==> src/rtl/ram_port_arbiter.sv <==
// Shares one single-port synchronous RAM between a priority engine port and a
// request/acknowledge host port that waits for the engine, with a timeout.
module ram_port_arbiter #(
    parameter int MAX_WAIT = 16
) (
    input  logic        CLK,
    input  logic        RSTb,
    input  logic        ENG_CSb,
    input  logic        ENG_WEb,
    input  logic [7:0]  ENG_ADDR,
    input  logic [31:0] ENG_WDATA,
    output logic [31:0] ENG_RDATA,
    input  logic        HOST_REQ,
    input  logic        HOST_WE,
    input  logic [7:0]  HOST_ADDR,
    input  logic [31:0] HOST_WDATA,
    output logic        HOST_ACK,
    output logic        HOST_ERR,
    output logic [31:0] HOST_RDATA,
    input  logic        CNT_CLR,
    output logic [15:0] STALL_CNT,
    output logic        RAM_CSb,
    output logic        RAM_WEb,
    output logic [7:0]  RAM_ADDR,
    output logic [31:0] RAM_DIN,
    input  logic [31:0] RAM_DOUT
);

    localparam logic [7:0] WAIT_LAST = 8'(MAX_WAIT - 1);

    typedef enum logic [1:0] {
        IDLE = 2'd0,
        WAIT = 2'd1,
        CAPT = 2'd2,
        ACK  = 2'd3
    } state_t;

    state_t      state;
    state_t      next_state;
    logic        lat_we;
    logic [7:0]  lat_addr;
    logic [31:0] lat_wdata;
    logic [7:0]  wait_cnt;
    logic        err_q;
    logic [31:0] rdata_q;
    logic [15:0] stall_q;

    logic        accept;
    logic        host_access;
    logic        blocked;
    logic        timeout;

    always_ff @(posedge CLK or negedge RSTb) begin
        if (!RSTb) begin
            state <= IDLE;
        end else begin
            state <= next_state;
        end
    end

    always_comb begin
        next_state  = state;
        accept      = 1'b0;
        host_access = 1'b0;
        blocked     = 1'b0;
        timeout     = 1'b0;
        case (state)
            IDLE: begin
                if (HOST_REQ) begin
                    accept     = 1'b1;
                    next_state = WAIT;
                end
            end
            WAIT: begin
                if (ENG_CSb) begin
                    host_access = 1'b1;
                    next_state  = CAPT;
                end else begin
                    blocked = 1'b1;
                    if (wait_cnt == WAIT_LAST) begin
                        timeout    = 1'b1;
                        next_state = ACK;
                    end
                end
            end
            CAPT:    next_state = ACK;
            ACK:     next_state = IDLE;
            default: next_state = IDLE;
        endcase
    end

    // The engine always wins the RAM; the host only drives it in an unblocked WAIT cycle.
    always_comb begin
        RAM_CSb  = 1'b1;
        RAM_WEb  = 1'b1;
        RAM_ADDR = 8'h00;
        RAM_DIN  = 32'h0;
        if (!ENG_CSb) begin
            RAM_CSb  = 1'b0;
            RAM_WEb  = ENG_WEb;
            RAM_ADDR = ENG_ADDR;
            RAM_DIN  = ENG_WDATA;
        end else if (host_access) begin
            RAM_CSb  = 1'b0;
            RAM_WEb  = ~lat_we;
            RAM_ADDR = lat_addr;
            RAM_DIN  = lat_wdata;
        end
    end

    always_ff @(posedge CLK or negedge RSTb) begin
        if (!RSTb) begin
            lat_we    <= 1'b0;
            lat_addr  <= 8'h00;
            lat_wdata <= 32'h0;
            wait_cnt  <= 8'h00;
        end else if (accept) begin
            lat_we    <= HOST_WE;
            lat_addr  <= HOST_ADDR;
            lat_wdata <= HOST_WDATA;
            wait_cnt  <= 8'h00;
        end else if (blocked) begin
            wait_cnt  <= wait_cnt + 8'd1;
        end
    end

    // RAM_DOUT reflects the WAIT-cycle access during CAPT, regardless of what the engine does then.
    always_ff @(posedge CLK or negedge RSTb) begin
        if (!RSTb) begin
            err_q   <= 1'b0;
            rdata_q <= 32'h0;
        end else begin
            if (accept) begin
                err_q <= 1'b0;
            end else if (timeout) begin
                err_q <= 1'b1;
            end
            if (timeout) begin
                rdata_q <= 32'h0;
            end else if (state == CAPT && !lat_we) begin
                rdata_q <= RAM_DOUT;
            end
        end
    end

    always_ff @(posedge CLK or negedge RSTb) begin
        if (!RSTb) begin
            stall_q <= 16'h0000;
        end else if (CNT_CLR) begin
            stall_q <= 16'h0000;
        end else if (blocked && stall_q != 16'hFFFF) begin
            stall_q <= stall_q + 16'd1;
        end
    end

    assign HOST_ACK   = (state == ACK);
    assign HOST_ERR   = (state == ACK) && err_q;
    assign HOST_RDATA = rdata_q;
    assign STALL_CNT  = stall_q;
    assign ENG_RDATA  = RAM_DOUT;

endmodule
==> config.mk <==
export PLATFORM = sky130hd
export DESIGN_NAME = ram_port_arbiter
export DESIGN_NICKNAME = d
export VERILOG_FILES = /design/src/rtl/ram_port_arbiter.sv
export SDC_FILE = /design/constraint.sdc
export NUM_CORES = 1
export LEC_CHECK = 0
export BUFFER_PORTS_ARGS = -buffer_cell sky130_fd_sc_hd__buf_2
export CAP_MARGIN = 40
export CORE_MARGIN = 8
export CORE_UTILIZATION = 45
export CTS_CLUSTER_DIAMETER = 30
export CTS_CLUSTER_SIZE = 8
export DETAILED_ROUTE_END_ITERATION = 12
export PLACE_DENSITY_LB_ADDON = 0.15
export SLEW_MARGIN = 20
export SYNTH_ARGS = -nofsm -noshare
export SYNTH_HDL_FRONTEND = slang
export SYNTH_SLANG_ARGS = --single-unit
==> constraint.sdc <==
create_clock -name CLK -period 2.28 [get_ports CLK]
set_clock_uncertainty 0.1 [all_clocks]
set_input_delay 0.114 -clock CLK [delete_from_list [all_inputs] [get_ports CLK]]
set_output_delay 0.114 -clock CLK [all_outputs]
set_load 0.02 [all_outputs]
==> results.toml, run 1 <==
[logic_synthesis]
synth_nets = 773
ys_ff_latch = 100
syn_area_mm2 = 0.005166
syn_area_per_cell_um2 = 7.985
synthCells = 647
yosysSeqAreaShare = 0.4844
synth_warnings = 0
synth_cell_types = 42

[cts]
clk_pin_slew_worst_paths_ps = 60
cts_max_path_buffers = 2
cts_tree = "yes"
numCtsBuffers = 9
numClockSinks = 100
cts_max_level = 3
cts_setup_buffers = 0
clk_latency_ps = 330
clockRootBuffer = "clkbuf_16"

[layout]
final_layout_size_suffix_gt1_frac = 0.3012
n_antenna_cell = 0
fin_cells = 1066
fin_util = 0.6517
final_cell_mix = "buf_2, nand2_1, dfrtp_1, dlygate4sd3_1, a21oi_1"
finish.net_count = 1045
syn2layout_area_growth_pct = 42.82
layout_commonest_cell = "buf_2"

[global_routing]
grt.total_usage = 0.2045
antenna_found_initial = 0
grt_max_degree = 57
grt_pass1_wl_mm = 25.29
grt_pass1_vias = 5446
grt_overflow = 0

[timing]
max-slew-margin-rel = 0.6088
final_max_slew_viol_count = 0
rsz0062_at_grt = "no"
timing.fmax_mhz = 460.9
tightest_slew_ps = 586.8
period_share = 0.9517
period_minus_slack_ps = 2170
hold_viol = 0
setup_viol = 0
tns_ps = 0

[pwr]
powerDensity_mw_per_mm2 = 973.0
ir_worst_vdd_v = 0.0007328
leakagePower_nw = 3.971

[routing]
drc = 0
wl_per_cell_um = 14.82
drt.antenna.violating_nets = 0
dr.first_iter.drc_count = 246
vias_per_cell = 4.945
drt-total-wl_mm = 15.80
vias = 5271
drt_first_pass_iters = 4

[floorplanning]
ioPinCount = 243
die_y_um = 123.1
start_util = 0.4563
fp.coreArea_mm2 = 0.01132
num_rows = 39
dieArea_mm2 = 0.01516
die_w_um = 123.1

[critical_path]
cpPeakStageDelay_ps = 420
path_delay_family = "buffers and inverters"
cp-start-kind = "register"
crit_fanout = 20
crit_chain = "inv_1, ha_4, and2_4, bufbuf_16, nand2_1, o21ai_0, buf_2"
crit_arrival_ps = 1960
critPathRequiredTime_ps = 2070
worst_path_max_delay_cell = "dfrtp_1"
cp-end-kind = "primary output"
crit_buf_inv = 3
path_class = "reg -> out"

[worst_hold_path]
hp-class = "in -> reg"

[placement]
io_buffers = 242
dp_cells = 976
routabilityCongestion = 0.8728
dp_hpwl_mm = 10.81

[job]
drv_cap = 0

[outcome]
status = "complete, no violations"
==> flip-flops by register name, summed over array words and instances, names as in the netlist <==
register,cells
lat_addr,8
wait_cnt,8
lat_we,1
state,2
STALL_CNT,16
lat_wdata,32
err_q,1
HOST_RDATA,32
==> final cells by class <==
class	count	area, µm²
Clock inverter	3	23.77
Timing Repair Buffer	328	2120
Clock buffer	12	246.5
Multi-Input combinational cell	436	2142
Inverter	44	165.2
Sequential cell	100	2502
Fill cell	944	3943
Tap cell	143	178.9
==> cell families after synthesis <==
| group | Yosys count | share of synthesized area |
|---|---|---|
| DFF | 100 | 0.4844 |
| adders and majority gates | 7 | 0.01695 |
| AOI/OAI and AO/OA | 103 | 0.1032 |
| muxes | 5 | 0.01066 |
| xor gates and xnor gates | 5 | 0.008478 |
| and+or+nand+nor | 316 | 0.2705 |
| buffers and inverters | 111 | 0.1058 |
==> report_power, final <==
part	internal (mW)	total, mW	switching (mW)	leakage (nW)
logic	1.12	2.95	1.83	2.57
registers	2.44	2.83	0.386	1.28
clock network	0.767	1.40	0.629	0.125
total	4.33	7.18	2.85	3.97
==> worst register-to-register path: stages (launching register included) <==
cell and delay (ps):
dfrtp_1 450, ha_1 260, nand4_2 190, or4_1 580, or3_1 330, a21oi_1 150
==> per-stage QoR <==
step	setup WS (ps)	power [mW]	hold WS (ps)	instance area [µm²]
2_1_floorplan	181.2	4.680	-281.6	5166
3_3_place_gp	145.7	5.563	44.57	6320
3_5_place_dp	88.55	5.672	58.11	6320
4_1_cts	64.78	7.238	55.86	7368
5_1_grt	3.892	7.697	94.58	7378
6_report	110.1	7.179	66.51	7378
==> synthesized netlist by cell type <==
master	count	share of area
a211oi_1	2	0.0029
a21oi_1	46	0.045
a31oi_1	1	0.0012
and2_1	3	0.0036
and3_1	3	0.0036
and3b_1	1	0.0017
and4_1	1	0.0017
buf_1	5	0.0036
buf_2	5	0.0048
buf_4	33	0.048
clkbuf_1	24	0.017
dfrtp_1	100	0.48
ha_1	7	0.017
inv_1	44	0.032
mux2_1	3	0.0065
mux2_2	1	0.0022
mux2i_1	1	0.0019
nand2_1	238	0.17
nand2b_1	3	0.0036
nand3_1	7	0.0068
nand4_1	6	0.0073
nand4_2	2	0.0048
nand4b_1	1	0.0017
nand4b_4	1	0.0046
nor2_1	16	0.012
nor2b_1	8	0.0097
nor3_1	6	0.0058
nor3_2	1	0.0019
nor4_1	2	0.0024
nor4_2	1	0.0024
nor4_4	1	0.0041
o21ai_0	45	0.044
o21ai_1	5	0.0048
o31ai_1	3	0.0044
o41ai_1	1	0.0017
or2_0	1	0.0012
or2_1	1	0.0012
or3_1	7	0.0085
or4_1	5	0.0073
or4b_1	1	0.0019
xnor2_1	3	0.0051
xor2_1	2	0.0034
==> worst paths after layout <==
| path | startpoint | slack, ps | endpoint | cells after the start |
|---|---|---|---|---|
| setup / recovery | state[1] | 110 | RAM_ADDR[5] | 7 |
| hold / removal | HOST_REQ | 70 | state[0] | 4 |
| setup reg to reg | STALL_CNT[0] | 150 | STALL_CNT[14] | 5 |
| hold reg to reg | lat_addr[3] | 380 | lat_addr[3] | 2 |
| max in group asynchronous | RSTb | 1160 | wait_cnt[5] | 3 |
| min in group asynchronous | RSTb | 220 | HOST_RDATA[3] | 2 |
==> timing repair <==
item	CTS	global route
resized for setup	2	1
endpoints found under the hold margin	117	0
cloned	1	0
pin swaps	0	0
hold buffers	74	0
endpoints found under the setup margin	2	21
==> routing by layer <==
metal  vias up  wire length, µm  GRT usage
met5         -                0          0
met4         0              228    0.08728
met3        23             1488    0.06119
met2       238             7718     0.3461
met1      2434             6364     0.2368
li1       2576                -          -
(Power assumes the default switching activity.)
==> run 2, diff against run 1 <==
CORE_UTILIZATION = 47   (was 45)
==> run 2 against run 1 <==
  * First-iteration DRC count increased by 79%
  * Clock-buffer cell count decreased by 1
  * Register-to-register slack improved by 30 ps
  * Sequential power about the same
  * Global-route usage increased by 1.0 points
  * Sequential cell count unchanged
  * Core utilization increased by 2.8 points
  * Final area decreased by 0.51%
  * Setup slack improved by 41 ps
  * Clock power decreased by 10%
  * Via count increased by 0.27%
  * Wire length decreased by 0.37%
  * Critical path type unchanged
  * Largest power group unchanged
==> results.toml, run 2 (same netlist as run 1, synthesis figures left out) <==
[global_routing]
antenna_found_initial = 1
grt.total_usage = 0.2146
grt_pass1_vias = 5442
grt_overflow = 0
grt_max_degree = 45
grt_pass1_wl_mm = 25.94

[critical_path]
crit_chain = "inv_1, ha_4, and2_2, clkbuf_16, nand2_1, o21ai_0, buf_2"
cp-end-kind = "primary output"
path_class = "reg -> out"
cpPeakStageDelay_ps = 440
critPathRequiredTime_ps = 2070
timing.rr.start = "STALL_CNT[0]"
crit_fanout = 20
crit_start = "state[1]"
cp-start-kind = "register"
crit_arrival_ps = 1920
worst_path_max_delay_cell = "dfrtp_1"

[pwr]
internal_power_mw = 4.225
totalPowerFinal_mw = 7.047
power_frac_seq = 0.401
ir_worst_vdd_v = 0.0005959
p_comb_frac = 0.420
power_switching_mw = 2.822
leakagePower_nw = 3.969
swShare = 0.4005
powerDensity_mw_per_mm2 = 959.9
p_clk_frac = 0.179

[cts]
clockRootBuffer = "clkbuf_8"
cts_tree = "yes"
clk_pin_slew_worst_paths_ps = 90
numClockSinks = 100
numCtsBuffers = 9
clk_latency_ps = 350
cts_setup_buffers = 0
cts_max_level = 3
cts_max_path_buffers = 2

[layout]
fin_area_mm2 = 0.007341
fill_cells = 867
n_antenna_cell = 0
syn2layout_area_growth_pct = 42.09
finish.net_count = 1049
final_layout_size_suffix_gt1_frac = 0.3085
layout_commonest_cell = "buf_2"
seq_area_mm2 = 0.002504
multi_input_area_mm2 = 0.002143
fin_cells = 1067
fin_util = 0.6802
final_cell_mix = "buf_2, nand2_1, dfrtp_1, dlygate4sd3_1, a21oi_1"

[timing]
tightest_slew_ps = 448.5
tns_ps = 0
max-slew-margin-rel = 0.7010
setup_viol = 0
setup_slack_ps = 151.0
timing.fmax_mhz = 469.7
hold_viol = 0
rsz0062_at_grt = "no"
period_minus_slack_ps = 2129
period_share = 0.9338
final_max_slew_viol_count = 0
holdWs_ps = 53.08

[routing]
dr.first_iter.drc_count = 441
drc = 0
vias = 5285
met2_length_mm = 8.039
drt.antenna.violating_nets = 0
drt_first_pass_iters = 5
wl_per_cell_um = 14.75
wl_met3_mm = 1.346
vias_per_cell = 4.953
wl_met1_mm = 5.983
drt-total-wl_mm = 15.74
routed.top_layer = "met5"

[floorplanning]
dieArea_mm2 = 0.01460
ioPinCount = 243
start_util = 0.4787
die_y_um = 120.8
num_rows = 38
fp.coreArea_mm2 = 0.01079
die_w_um = 120.8

[placement]
dp_hpwl_mm = 10.95
io_buffers = 242
routabilityCongestion = 0.7994
placed_area_mm2 = 0.006334
dp_cells = 977
place_ws_ps = 117.6

[worst_hold_path]
hp-class = "in -> reg"
hold_path_startpoint = "CNT_CLR"

[outcome]
status = "complete, no violations"

[job]
drv_cap = 0
run 2: power by group through the flow:
stage               logic, mW  clock network, mW  registers (mW)
global placement         2.76                  0            2.82
floorplan                1.55                  0            3.13
CTS                      2.95               1.30            2.82
finish                   2.96               1.26            2.83
detailed placement       2.84                  0            2.85
global route             3.30               1.37            2.91
run 2: final cells by class:
| cell class | count | area share |
|---|---|---|
| timing repair buffer | 332 | 0.2901 |
| sequential | 100 | 0.3411 |
| multi-input combinational | 436 | 0.2920 |
| inverter | 44 | 0.02250 |
| clock inverter | 4 | 0.009886 |
| clock buffer | 11 | 0.02062 |
| tap | 140 | 0.02386 |
run 2: path summary, 6_finish.rpt:
check                           slack (ps)  depth (start not counted)             end
min in group asynchronous              150                          2    STALL_CNT[6]
max in group asynchronous             1240                          3  HOST_RDATA[22]
worst max register to register         180                          5   STALL_CNT[14]
worst max-delay path                   150                          7      RAM_DIN[0]
worst min-delay path                    50                          2    STALL_CNT[6]
worst min register to register         380                          2   lat_wdata[12]
run 2: worst max-delay path: cells and delay by family (launching register included):
| kind | cells | cell delay [ps] |
|---|---|---|
| buf+inv | 3 | 560 |
| compound gates | 1 | 80 |
| fa+ha+maj | 1 | 190 |
| simple gates | 2 | 280 |
| flops | 1 | 440 |
run 2: layer usage:
metal | GRT usage | vias to the layer above
met2 | 0.3675 | 230
li1 | - | 2583
met1 | 0.2466 | 2437
met5 | 0 | -
met4 | 0.07494 | 2
met3 | 0.06900 | 33
run 2: repair_timing:
item                       CTS  global route
hold endpoints to repair   130             0
setup endpoints to repair    3            41
gates resized for setup      1             4
cloned                       0             1
hold buffers                74             0
==> run 3, diff against run 2 <==
--- a/config.mk
+++ b/config.mk
@@ -12,3 +12,2 @@
 export CTS_CLUSTER_DIAMETER = 30
-export CTS_CLUSTER_SIZE = 8
 export DETAILED_ROUTE_END_ITERATION = 12
--- a/constraint.sdc
+++ b/constraint.sdc
@@ -4,2 +4,2 @@
 set_output_delay 0.114 -clock CLK [all_outputs]
-set_load 0.02 [all_outputs]
+set_load 0.01 [all_outputs]
==> run 3 against run 2 <==
  * Sequential power barely moved
  * Largest power group is now sequential cells
  * Setup slack got worse by 25 ps
  * Sequential cell count unchanged
  * Critical path depth unchanged
  * Die area unchanged
  * First-iteration DRC count shrank 29%
  * Final area down 0.99%
  * Clock-buffer cell count stayed put
  * Final cell count hardly changed
  * Largest cell class unchanged
  * Register-to-register slack got worse by 30 ps
  * Worst hold slack got worse by 4.9 ps
  * Power decreased by 7.5%
==> results.toml, run 3 (same netlist as run 1, synthesis figures left out) <==
[pwr]
powerDensity_mw_per_mm2 = 897.1
ir_worst_vdd_v = 0.0005966
leakagePower_nw = 3.925

[floorplanning]
fp.coreArea_mm2 = 0.01079
ioPinCount = 243
dieArea_mm2 = 0.01460
start_util = 0.4787
num_rows = 38
die_y_um = 120.8
die_w_um = 120.8

[layout]
seq_area_mm2 = 0.002504
finish.net_count = 1047
final_cell_mix = "buf_2, nand2_1, dfrtp_1, dlygate4sd3_1, a21oi_1"
fin_area_mm2 = 0.007268
syn2layout_area_growth_pct = 40.69
fin_cells = 1066
fill_cells = 892
final_layout_size_suffix_gt1_frac = 0.3049
layout_commonest_cell = "buf_2"
multi_input_area_mm2 = 0.002142

[timing]
period_share = 0.9446
setup_viol = 0
final_max_slew_viol_count = 0
hold_viol = 0
rsz0062_at_grt = "no"
setup_slack_ps = 126.2
tightest_slew_ps = 690.6
period_minus_slack_ps = 2154
max-slew-margin-rel = 0.5396
tns_ps = 0
timing.fmax_mhz = 464.3
holdWs_ps = 48.14

[routing]
drc = 0
wl_per_cell_um = 15.06
vias = 5307
drt_first_pass_iters = 5
drt.antenna.violating_nets = 0
vias_per_cell = 4.978
dr.first_iter.drc_count = 312
drt-total-wl_mm = 16.05

[global_routing]
grt_pass1_wl_mm = 26.60
grt.total_usage = 0.2205
grt_max_degree = 52
grt_overflow = 0
grt_pass1_vias = 5571
antenna_found_initial = 2

[critical_path]
path_class = "reg -> out"
cp-start-kind = "register"
cpPeakStageDelay_ps = 450
path_delay_family = "buffers and inverters"
crit_buf_inv = 3
cp-end-kind = "primary output"
crit_chain = "inv_2, ha_4, and2_1, buf_12, nand2_1, o21ai_0, buf_2"
crit_arrival_ps = 1940
worst_path_max_delay_cell = "dfrtp_1"
crit_fanout = 41
critPathRequiredTime_ps = 2070

[placement]
dp_hpwl_mm = 11.23
dp_cells = 976
routabilityCongestion = 0.8137
place_ws_ps = 47.01
io_buffers = 242
placed_area_mm2 = 0.006326

[cts]
cts_max_level = 3
numCtsBuffers = 9
cts_setup_buffers = 0
clockRootBuffer = "clkbuf_8"
cts_tree = "yes"
clk_latency_ps = 360
clk_pin_slew_worst_paths_ps = 90
cts_max_path_buffers = 2
numClockSinks = 100

[outcome]
status = "complete, no violations"

[worst_hold_path]
hp-class = "in -> reg"

[job]
drv_cap = 0
-- run 3: worst register-to-register path: stages (launching register included) --
cell     delay, ps
dfrtp_1        460
ha_2           260
nand4_2        180
or4_1          560
or3_1          320
a21oi_1        170
-- run 3: per-layer routing --
metal,GRT usage,part of all wire
met1,0.2447,0.39
met4,0.08743,0.021
met2,0.3934,0.52
met5,0,0.00050
met3,0.05734,0.073
-- run 3: final cells by class --
class,count,area share
Antenna cell,1,0.0003443
Sequential cell,100,0.3445
Clock inverter,4,0.007058
Inverter,44,0.02272
Tap cell,140,0.02410
Multi-Input combinational cell,436,0.2947
Timing Repair Buffer,330,0.2885
Clock buffer,11,0.01808
-- run 3: where the power goes --
group / internal (mW) / switching (mW)
Clock: 0.503 / 0.590
Sequential: 2.44 / 0.391
Combinational: 1.09 / 1.51
-- run 3: worst paths after layout --
| path | endpoint | cells after the start | slack [ps] | from |
|---|---|---|---|---|
| min reg2reg | lat_wdata[1] | 2 | 380 | lat_wdata[1] |
| max in group asynchronous | STALL_CNT[0] | 3 | 1110 | RSTb |
| min | state[0] | 4 | 50 | HOST_REQ |
| max | RAM_DIN[28] | 7 | 130 | state[1] |
| min in group asynchronous | STALL_CNT[12] | 2 | 240 | RSTb |
| max reg2reg | STALL_CNT[14] | 5 | 150 | STALL_CNT[1] |
-- run 3: repair_timing --
action / 4_1_cts / 5_1_grt
hold endpoints to repair: 122 / 0
resized for setup: 1 / 4
hold buffers: 74 / 0
setup endpoints to repair: 3 / 23
-- run 3: through the flow --
| step | total power, mW | utilization |
|---|---|---|
| 2_1_floorplan | 4.346 | - |
| 3_3_place_gp | 5.234 | 0.5861 |
| 3_5_place_dp | 5.373 | 0.5861 |
| 4_1_cts | 6.572 | 0.6719 |
| 5_1_grt | 7.044 | 0.6734 |
| 6_report | 6.521 | 0.6734 |
